[config.mk]
export PLATFORM = sky130hd
export DESIGN_NAME = wb_arbiter_n
export DESIGN_NICKNAME = d
export VERILOG_FILES = /design/src/rtl/wb_arbiter_n.sv
export SDC_FILE = /design/constraint.sdc
export NUM_CORES = 1
export LEC_CHECK = 0
export BUFFER_PORTS_ARGS = -buffer_cell sky130_fd_sc_hd__buf_2
export CAP_MARGIN = 20
export CORE_AREA = 2 2 209 211
export DETAILED_ROUTE_END_ITERATION = 8
export DIE_AREA = 0 0 211 213
export GPL_TIMING_DRIVEN = 0
export PLACE_DENSITY = 0.4
export SYNTH_ARGS = -nofsm -noshare
export SYNTH_HDL_FRONTEND = slang
export SYNTH_SLANG_ARGS = --single-unit
[constraint.sdc]
create_clock -name clk -period 1.9 [get_ports clk]
set_input_delay 0.38 -clock clk [delete_from_list [all_inputs] [get_ports clk]]
set_output_delay 0.38 -clock clk [all_outputs]
set_load 0.05 [all_outputs]
[src/rtl/wb_arbiter_n.sv]
// N-master to 1-slave Wishbone classic arbiter with registered one-hot grant, round-robin or fixed priority.
// Optional watchdog that aborts hung cycles is enabled by defining WB_ARB_TIMEOUT_EN.
module wb_arbiter_n #(
   parameter int NUM_MASTERS           = 4,
   parameter int DATA_WIDTH            = 32,
   parameter int ADDR_WIDTH            = 32,
   parameter int SELECT_WIDTH          = DATA_WIDTH / 8,
   parameter bit ARB_ROUND_ROBIN       = 1'b1,
   parameter bit ARB_LSB_HIGH_PRIORITY = 1'b1,
   parameter int TIMEOUT_CYCLES        = 255
) (
   input  logic                                clk,
   input  logic                                rst_n,
   input  logic [NUM_MASTERS*ADDR_WIDTH-1:0]   wbm_adr_i,
   input  logic [NUM_MASTERS*DATA_WIDTH-1:0]   wbm_dat_i,
   output logic [NUM_MASTERS*DATA_WIDTH-1:0]   wbm_dat_o,
   input  logic [NUM_MASTERS-1:0]              wbm_we_i,
   input  logic [NUM_MASTERS*SELECT_WIDTH-1:0] wbm_sel_i,
   input  logic [NUM_MASTERS-1:0]              wbm_stb_i,
   input  logic [NUM_MASTERS-1:0]              wbm_cyc_i,
   output logic [NUM_MASTERS-1:0]              wbm_ack_o,
   output logic [NUM_MASTERS-1:0]              wbm_err_o,
   output logic [ADDR_WIDTH-1:0]               wbs_adr_o,
   output logic [DATA_WIDTH-1:0]               wbs_dat_o,
   output logic                                wbs_we_o,
   output logic [SELECT_WIDTH-1:0]             wbs_sel_o,
   output logic                                wbs_stb_o,
   output logic                                wbs_cyc_o,
   input  logic [DATA_WIDTH-1:0]               wbs_dat_i,
   input  logic                                wbs_ack_i,
   input  logic                                wbs_err_i,
   output logic [NUM_MASTERS-1:0]              grant_o
);

   localparam int IDX_W = $clog2(NUM_MASTERS);

   typedef enum logic [1:0] {IDLE, GRANT, ABORT} state_t;

   state_t                 state_q, state_d;
   logic [NUM_MASTERS-1:0] grant_q, grant_d;
   logic [IDX_W-1:0]       last_q, last_d;
   logic [IDX_W-1:0]       win_idx;
   logic                   g_cyc, g_stb;
   logic                   bus_on;
   logic                   timeout_hit;

   // Winner selection; in round-robin the lowest requester above last_q overrides the wrap-around pick.
   always_comb begin
      // NOTE: every combinational output gets a default first so no path can infer a latch.
      win_idx = '0;
      if (ARB_ROUND_ROBIN || ARB_LSB_HIGH_PRIORITY) begin
         for (int i = NUM_MASTERS - 1; i >= 0; i--)
            if (wbm_cyc_i[i]) win_idx = IDX_W'(i);
      end else begin
         for (int i = 0; i < NUM_MASTERS; i++)
            if (wbm_cyc_i[i]) win_idx = IDX_W'(i);
      end
      if (ARB_ROUND_ROBIN) begin
         for (int i = NUM_MASTERS - 1; i >= 0; i--)
            if (wbm_cyc_i[i] && (IDX_W'(i) > last_q)) win_idx = IDX_W'(i);
      end
   end

   assign bus_on = (state_q == GRANT);

   always_comb begin
      g_cyc     = 1'b0;
      g_stb     = 1'b0;
      wbs_adr_o = '0;
      wbs_dat_o = '0;
      wbs_sel_o = '0;
      wbs_we_o  = 1'b0;
      wbm_ack_o = '0;
      wbm_err_o = '0;
      for (int i = 0; i < NUM_MASTERS; i++) begin
         if (grant_q[i]) begin
            g_cyc = wbm_cyc_i[i];
            g_stb = wbm_stb_i[i];
            if (bus_on) begin
               wbs_adr_o    = wbm_adr_i[i*ADDR_WIDTH +: ADDR_WIDTH];
               wbs_dat_o    = wbm_dat_i[i*DATA_WIDTH +: DATA_WIDTH];
               wbs_sel_o    = wbm_sel_i[i*SELECT_WIDTH +: SELECT_WIDTH];
               wbs_we_o     = wbm_we_i[i];
               wbm_ack_o[i] = wbs_ack_i;
               wbm_err_o[i] = wbs_err_i | timeout_hit;
            end
         end
      end
   end

   assign wbs_cyc_o = bus_on & g_cyc;
   assign wbs_stb_o = bus_on & g_stb;
   assign wbm_dat_o = {NUM_MASTERS{wbs_dat_i}};
   assign grant_o   = grant_q;

   always_comb begin
      state_d = state_q;
      grant_d = grant_q;
      last_d  = last_q;
      unique case (state_q)
         IDLE: begin
            if (|wbm_cyc_i) begin
               state_d = GRANT;
               last_d  = win_idx;
               for (int i = 0; i < NUM_MASTERS; i++)
                  grant_d[i] = (IDX_W'(i) == win_idx);
            end
         end
         GRANT: begin
            if (!g_cyc) begin
               state_d = IDLE;
               grant_d = '0;
            end else if (timeout_hit) begin
               state_d = ABORT;
            end
         end
         ABORT: begin
            if (!g_cyc) begin
               state_d = IDLE;
               grant_d = '0;
            end
         end
         default: begin
            state_d = IDLE;
            grant_d = '0;
         end
      endcase
   end

   always_ff @(posedge clk or negedge rst_n) begin
      if (!rst_n) begin
         state_q <= IDLE;
         grant_q <= '0;
         last_q  <= IDX_W'(NUM_MASTERS - 1);
      end else begin
         // NOTE: sequential state is updated with non-blocking assignments only.
         state_q <= state_d;
         grant_q <= grant_d;
         last_q  <= last_d;
      end
   end

`ifdef WB_ARB_TIMEOUT_EN
   localparam logic [15:0] WD_LAST = 16'(TIMEOUT_CYCLES - 1);

   logic [15:0] wd_q, wd_d;

   // Fires in the TIMEOUT_CYCLES-th consecutive stalled strobe cycle of the current owner.
   always_comb begin
      wd_d        = wd_q;
      timeout_hit = 1'b0;
      if (!bus_on || wbs_ack_i || wbs_err_i) begin
         wd_d = '0;
      end else if (g_stb) begin
         if (wd_q == WD_LAST) begin
            timeout_hit = 1'b1;
            wd_d        = '0;
         end else begin
            wd_d = wd_q + 16'd1;
         end
      end
   end

   always_ff @(posedge clk or negedge rst_n) begin
      if (!rst_n) wd_q <= '0;
      else        wd_q <= wd_d;
   end
`else
   assign timeout_hit = 1'b0;
`endif

endmodule
* Word level (Yosys, flattened, before mapping)
Index checks and enable logic that the tools add are counted.
Word-level totals: memory bits (writable) 0, input bits 320, logic and storage cells 90, output and inout bits 211, ROM bits 0, bits in latches 0, memories 0, flip-flop bits (word level) 8
Operators by class: divide/modulo/power cells 0, multiply operators 0, shift-type cells 0, reduce and logical (&&, ||, !) cells 10, bitwise logic cells 2, add/subtract/negate cells 0, order comparisons 4, mux-type cells 64, eq/ne operators 7
Operators with widths (number):
- 32-bit 2-to-1 mux | 16
- 4-bit 2-to-1 mux | 10
- 1-bit 2-to-1 mux | 26
- 2-bit 2-to-1 mux | 10
- 4-bit case mux with 2 select lines | 1
- 2-bit equality test, first input constant | 2
- 1-bit by 2-bit > comparator with 1-bit output, first input constant | 2
- 2-bit > comparator, first input constant | 2
- 1-bit logical AND | 4
- 2-bit zero test | 2
- 2-bit != test, second input constant | 2
- 2-bit case mux with 2 select lines | 1
- 2-bit AND reduction | 2
- 4-bit OR reduction | 1
- 1-bit AND | 2
- 1-bit by 2-bit equality test with 1-bit output, first input constant | 1
- 2-bit by 1-bit equality test with 1-bit output, second input constant | 1
- 2-bit equality test, second input constant | 1
- 2-bit OR reduction | 1

* Logic depth before layout (Yosys ltp)
Gate-level depths: netlist of run 1.
word-level depth 11, mapped depth 7, depth with buffers taken out 4

* Worst setup path after synthesis of run 1
No wires, ideal clock.
kind reg2out, start register grant_q[2], in the netlist grant_o[2], end output wbs_adr_o[30], path buffers 3, stages on the path, launching flop included 6, data required time 1520 ps, slack -996 ps, arrival 2516 ps, cells stage by stage dfrtp_1 buf_2 buf_2 clkbuf_1 a21oi_1 o21ai_0
On the way: longest elaborated chain between the ends 3
RTL lines:
- start: declaration | RTL line 40 | logic [NUM_MASTERS-1:0] grant_q, grant_d;
- start signal: assignment | RTL line 138 | grant_q <= grant_d;
- 32-bit 2-to-1 mux (*) | RTL line 76 | if (grant_q[i]) begin
- 32-bit 2-to-1 mux | RTL line 79 | if (bus_on) begin
- 32-bit 2-to-1 mux (*) | RTL line 76
- end: declaration | RTL line 23 | output logic [ADDR_WIDTH-1:0] wbs_adr_o,
Every way passes the cells marked *; elsewhere a longest branch is shown, timed or not.

* Worst setup path in the final report of run 1
start register grant_q[0], in the netlist grant_o[0], end output wbs_adr_o[21]
On the way: longest elaborated chain between the ends 7
RTL lines (RTL line):
- 32-bit 2-to-1 mux (*) | 76
- 32-bit 2-to-1 mux | 79
- 32-bit 2-to-1 mux (*) | 76
- 32-bit 2-to-1 mux | 79
- 32-bit 2-to-1 mux (*) | 76
- 32-bit 2-to-1 mux | 79
- 32-bit 2-to-1 mux (*) | 76
Marked as above.

==> flow_summary_export.csv, run 1 <==
group,metric,value,unit
setup_path,worstPathCellList,"nor2b_4, buf_12, buf_12, buf_12, a22oi_2, o21ai_2, a22o_4, buf_8",
setup_path,critical_path_required,1.52,ns
clock_tree,htreeDepth,1,
floorplan,die_w,211,microns
sta,fmax,449,MHz
global_route,grt_pass1_wl,38100,microns
setup_path,worst_ep_arrival_time,1.85,ns
sta,setup_viol,71,
yosys,synth_top_area_frac,0.278,
power_and_ir_drop,power_frac_seq,0.023,
setup_path,worstPathMaxFanout,10,
clock_tree,ctsRootBufferMaster,"clkbuf_16",
layout,mostFrequentLayoutCells,"buf_2 (431), buf_4 (151), nand2_1 (73)",
power_and_ir_drop,power_density,1700,nW/um^2
power_and_ir_drop,total_power,14.9,mW
yosys,ys_ff_latch,7,
placement,place_congestion,0.812,
yosys,synth_largest_area_cell,"buf_4",
yosys,synth_area_leaders,"buf_4 (28%), a22o_1 (17%), a22oi_1 (10%), nand2_1 (7.9%), o21ai_0 (7.3%)",
layout,diodes,0,
yosys,ys_warn_count,0,
power_and_ir_drop,swShare,0.570,
yosys,async_flop_share,1.00,
layout,final_area,8740,sq um
setup_path,cp_slowest_stage_delay,0.40,ns
placement,hpwl,23100,microns
floorplan,die_y,213,microns
placement,port_buffers,498,
power_and_ir_drop,p_clk_frac,0.024,
setup_path,cp_num_buf_inv,4,
sta,worst_slack,-0.327,ns
run_status,status,"finished with violations",
yosys,netlist_area,3570,sq um
power_and_ir_drop,comb_power_share,0.953,
yosys,synth_fp_nets,835,
sta,finalSetupTns,-16.12,ns
setup_path,rrSetupSlack,0.33,ns
power_and_ir_drop,irDropWorstVdd,948,uV
placement,dpl-instance-area,7120,sq um
route,final_antenna_net_count,0,
sta,finalMaxSlewViolations,0,
yosys,ys.flop_type,"dfrtp_1",
layout,n_fill_cell,4847,
layout,seq_area,184,sq um
layout,final_common_cell,"buf_2",
sta,min_period,2.23,ns
yosys,synth_area_per_cell,6.93,sq um
power_and_ir_drop,internal_power,6.39,mW
route,vias,5904,
layout,multi_input_area,2750,sq um
setup_path,crit_type,"register to output port",
route,wl,28700,microns
sta,skew,0.000668,ns
placement,dp_slack,-1.14,ns
floorplan,io-pin-count,531,
global_route,grt_pass1_vias,5797,
sta,hold_ws,0.507,ns
route,drc,0,
power_and_ir_drop,p_leak,4.34,nW
floorplan,row_count,76,
power_and_ir_drop,p_sw,8.49,mW
flow_run,cap_violations,0,
layout,syn_to_final_growth,145,%
yosys,synth_edf_count,0,
clock_tree,clock_latency,0.23,ns
clock_tree,clockBufferDepth,2,
setup_path,cp_common_cell,"buf_12",
clock_tree,cts.reportedPaths.clkPinSlew,0.04,ns
layout,drive_above_1_share,0.830,
floorplan,dieArea,44900,sq um
clock_tree,cts_buffers,3,
global_route,antenna_found_initial,4,
run_status,failed_checks,"setup timing",
sta,worst_pin_slew,0.406,ns
setup_path,crit_path_end_kind,"output port",
sta,fin_crit_sh,1.17,
setup_path,start_kind,"register",
layout,nNetsFinal,1365,
yosys,synth.distinct_cells,38,
clock_tree,clock-sinks,7,
sta,rsz0062_at_grt,"true",
route,wl_per_cell,18.0,microns
setup_path,crit_family,"buffers and inverters",
route,drtIter0Drc,213,
route,avgViaCountPerCell,3.71,
sta,hold_violations,0,
sta,max_slew_margin,0.727,
global_route,track_usage,0.115,
yosys,synth.yosys.seq_area_share,0.0498,
yosys,syn_inst,515,
clock_tree,cts_tree,"done",
min_path,worstHoldPathType,"primary input to asynchronous set/reset pin",
global_route,overflow,0,
setup_path,crit_slowest_cell,"dfrtp_2",
floorplan,start_util,0.0836,
global_route,grt_max_degree,12,
route,first_pass_iters,4,
floorplan,core_area,42700,sq um
-- flip-flops by register name (all words and copies together) (netlist names) --
register	flops
grant_o	4
last_q	2
state_q	1
-- per-stage QoR --
step,std cells,util
after floorplan,515,-
after global placement,1559,0.166
after detailed placement,1560,0.167
after CTS,1584,0.199
after global routing,1590,0.205
final,1590,0.205
-- cells by family after synthesis --
kind of cell / Yosys count / share of synthesized area
AO/OA/AOI/OAI: 225 / 0.476
buffers and inverters: 180 / 0.344
AND/OR/NAND/NOR: 102 / 0.127
flip-flops: 7 / 0.0498
multiplexers: 1 / 0.00315
-- final timing paths --
kind,end,cells after the start,startpoint
worst max register to register,grant_o[2],5,grant_o[3]
worst min register to register,last_q[1],2,last_q[1]
worst min-delay path,grant_o[2],2,rst_n
worst max-delay path,wbs_adr_o[21],8,grant_o[0]
max in group asynchronous,last_q[0],2,rst_n
min in group clk,last_q[1],2,last_q[1]
-- power groups by stage --
stage	combinational (mW)	clock (mW)	sequential, mW
floorplan	7.63	0	0.462
global placement	10.8	0	0.376
detailed placement	10.8	0	0.377
CTS	14.0	0.366	0.339
global route	15.0	0.382	0.351
finish	14.2	0.362	0.338
-- final cells by class --
class / instances / share of cell area
Sequential cell: 7 / 0.0210
Tap cell: 546 / 0.0782
Timing Repair Buffer: 527 / 0.398
Multi-Input combinational cell: 328 / 0.315
Inverter: 3 / 0.00129
Clock buffer: 4 / 0.00902
Buffer: 175 / 0.177
-- synthesized netlist by cell type (2+ instances only) --
master	count
buf_4	132
nand2_1	75
a22o_1	70
o21ai_0	52
a22oi_1	49
clkbuf_1	22
a22oi_2	20
o21ai_1	20
buf_2	15
and3_1	8
a21oi_1	5
dfrtp_1	5
buf_1	4
inv_1	3
nand2b_1	3
nand3b_1	3
nor2_1	3
and2_1	2
buf_6	2
buf_8	2
dfstp_2	2
o2bb2ai_1	2
-- per-layer routing --
metal,track usage,up-vias,wire (microns)
met5,0,-,40
met4,0.0126,6,260
met3,0.0168,25,1630
met2,0.208,287,14500
met1,0.148,2744,12300
li1,-,2842,-
-- worst reg2reg max path, delay by kind of cell, from the launching register on --
family | cells | cell delay [ns]
compound gates | 2 | 0.43
flops | 1 | 0.43
simple gates | 2 | 0.43
buf+inv | 1 | 0.19
-- what timing repair did --
| item | 4_1_cts | 5_1_grt |
|---|---|---|
| endpoints found under the setup margin | 78 | 75 |
| cloned | 5 | 1 |
| pin swaps | 13 | 13 |
| hold endpoints to repair | 5 | 0 |
| gates resized for setup | 323 | 55 |
| hold buffers | 1 | 0 |
| buffers inserted | 15 | 6 |
No activity file was read; power rests on OpenSTA's default activity.
==> run 2: changes to the inputs <==
--- a/config.mk
+++ b/config.mk
@@ -11,6 +11,7 @@
 export DETAILED_ROUTE_END_ITERATION = 8
 export DIE_AREA = 0 0 211 213
 export GPL_TIMING_DRIVEN = 0
+export MAX_ROUTING_LAYER = met4
 export PLACE_DENSITY = 0.4
 export SYNTH_ARGS = -nofsm -noshare
 export SYNTH_HDL_FRONTEND = slang
==> run 2 against run 1 <==
Net effect:
- the run still ends with setup timing left
- critical endpoint unchanged
- power shrank 1.2%
- largest power group unchanged
- final cell count shrank 0.13%
- first-iteration DRC count shrank 4.2%
- non-clock buffer count shrank 6
- sequential share of layout area is essentially flat
- utilization shrank 0.18 points
- count of clock-buffer cells in the layout is the same
- sequential power is essentially flat
- register-to-register slack is essentially flat
==> flow_summary_export.csv, run 2 (synthesis gave the netlist of run 1 again) <==
group,metric,value,unit
run_status,status,"finished with violations",
run_status,failed_checks,"setup timing",
global_route,track_usage,0.118,
setup_path,rrSetupSlack,0.33,ns
floorplan,row_count,76,
sta,fmax,449,MHz
route,drc,0,
floorplan,core_area,42700,sq um
clock_tree,clock-sinks,7,
layout,syn_to_final_growth,143,%
sta,worst_slack,-0.326,ns
setup_path,critical_path_required,1.52,ns
floorplan,die_y,213,microns
power_and_ir_drop,p_leak,4.30,nW
layout,drive_above_1_share,0.827,
sta,worst_pin_slew,0.411,ns
sta,skew,0.000140,ns
layout,final_area,8660,sq um
setup_path,cp_common_cell,"buf_12",
floorplan,die_w,211,microns
power_and_ir_drop,total_power,14.7,mW
sta,setup_viol,71,
route,vias,5913,
placement,place_congestion,0.824,
placement,dpl-instance-area,7120,sq um
global_route,grt_max_degree,12,
setup_path,worstPathCellList,"nor2b_4, buf_12, buf_12, buf_12, a22oi_2, o21ai_2, a22o_4, buf_8",
sta,hold_violations,0,
route,avgViaCountPerCell,3.72,
global_route,antenna_found_initial,4,
setup_path,cp_slowest_stage_delay,0.40,ns
placement,hpwl,23100,microns
setup_path,crit_slowest_cell,"dfrtp_2",
power_and_ir_drop,power_density,1700,nW/um^2
min_path,worstHoldPathType,"primary input to asynchronous set/reset pin",
sta,min_period,2.23,ns
clock_tree,clock_latency,0.23,ns
layout,nNetsFinal,1359,
clock_tree,ctsRootBufferMaster,"clkbuf_16",
setup_path,cp_num_buf_inv,4,
sta,hold_ws,0.509,ns
clock_tree,cts.reportedPaths.clkPinSlew,0.04,ns
route,wl,28500,microns
sta,fin_crit_sh,1.17,
route,drtIter0Drc,204,
power_and_ir_drop,irDropWorstVdd,961,uV
global_route,grt_pass1_wl,38100,microns
layout,final_cells,1588,
setup_path,crit_family,"buffers and inverters",
setup_path,worst_ep_arrival_time,1.85,ns
layout,largest_register_ffs,4,
placement,placed_cells,1560,
placement,port_buffers,498,
sta,rsz0062_at_grt,"true",
floorplan,start_util,0.0836,
setup_path,crit_type,"register to output port",
global_route,overflow,0,
clock_tree,clockBufferDepth,2,
layout,mostFrequentLayoutCells,"buf_2 (430), buf_4 (146), nand2_1 (73)",
placement,dp_slack,-1.14,ns
layout,final_common_cell,"buf_2",
setup_path,crit_path_end_kind,"output port",
clock_tree,htreeDepth,1,
setup_path,worstPathMaxFanout,10,
floorplan,io-pin-count,531,
route,first_pass_iters,4,
clock_tree,cts_tree,"done",
layout,fin_util,0.203,
route,final_antenna_net_count,0,
sta,finalSetupTns,-16.04,ns
sta,max_slew_margin,0.724,
setup_path,start_kind,"register",
floorplan,dieArea,44900,sq um
route,wl_per_cell,18.0,microns
layout,n_fill_cell,4854,
sta,finalMaxSlewViolations,0,
global_route,grt_pass1_vias,5812,
clock_tree,cts_buffers,3,
flow_run,cap_violations,0,
run 2: final timing paths:
kind | start | end | cells past startpoint
min in group clk | last_q[1] | last_q[1] | 2
worst min register to register | last_q[1] | last_q[1] | 2
worst max-delay path | grant_o[0] | wbs_adr_o[21] | 8
max in group asynchronous | rst_n | last_q[1] | 2
worst min-delay path | rst_n | grant_o[2] | 2
worst max register to register | grant_o[3] | grant_o[2] | 5
run 2: routing by layer:
layer / part of all wire / global-route usage / up-vias
met5: 0 / - / -
met4: 0.0088 / 0.0131 / 0
met3: 0.053 / 0.0144 / 19
met2: 0.50 / 0.207 / 286
met1: 0.43 / 0.150 / 2774
li1: - / - / 2834
run 2: timing repair:
action | 4_1_cts | 5_1_grt
setup endpoints to repair | 78 | 75
hold buffers | 1 | 0
pin swaps | 13 | 12
setup buffers | 15 | 1
gates cloned | 5 | 0
hold endpoints to repair | 5 | 0
gates resized for setup | 323 | 47
run 2: report_power, final:
part | switching (mW) | internal, mW
Clock | 0.0816 | 0.279
Combinational | 8.26 | 5.74
Sequential | 0.0917 | 0.249
Total | 8.44 | 6.27
run 2: area by class of cell:
class	count	area, sq um	area share
antenna	4	10.0	0.00116
sequential	7	184	0.0212
multi-input combinational	328	2740	0.316
timing repair buffer	521	3410	0.394
buffer	175	1550	0.179
inverter	3	11.3	0.00130
clock buffer	4	78.8	0.00910
tap	546	683	0.0788
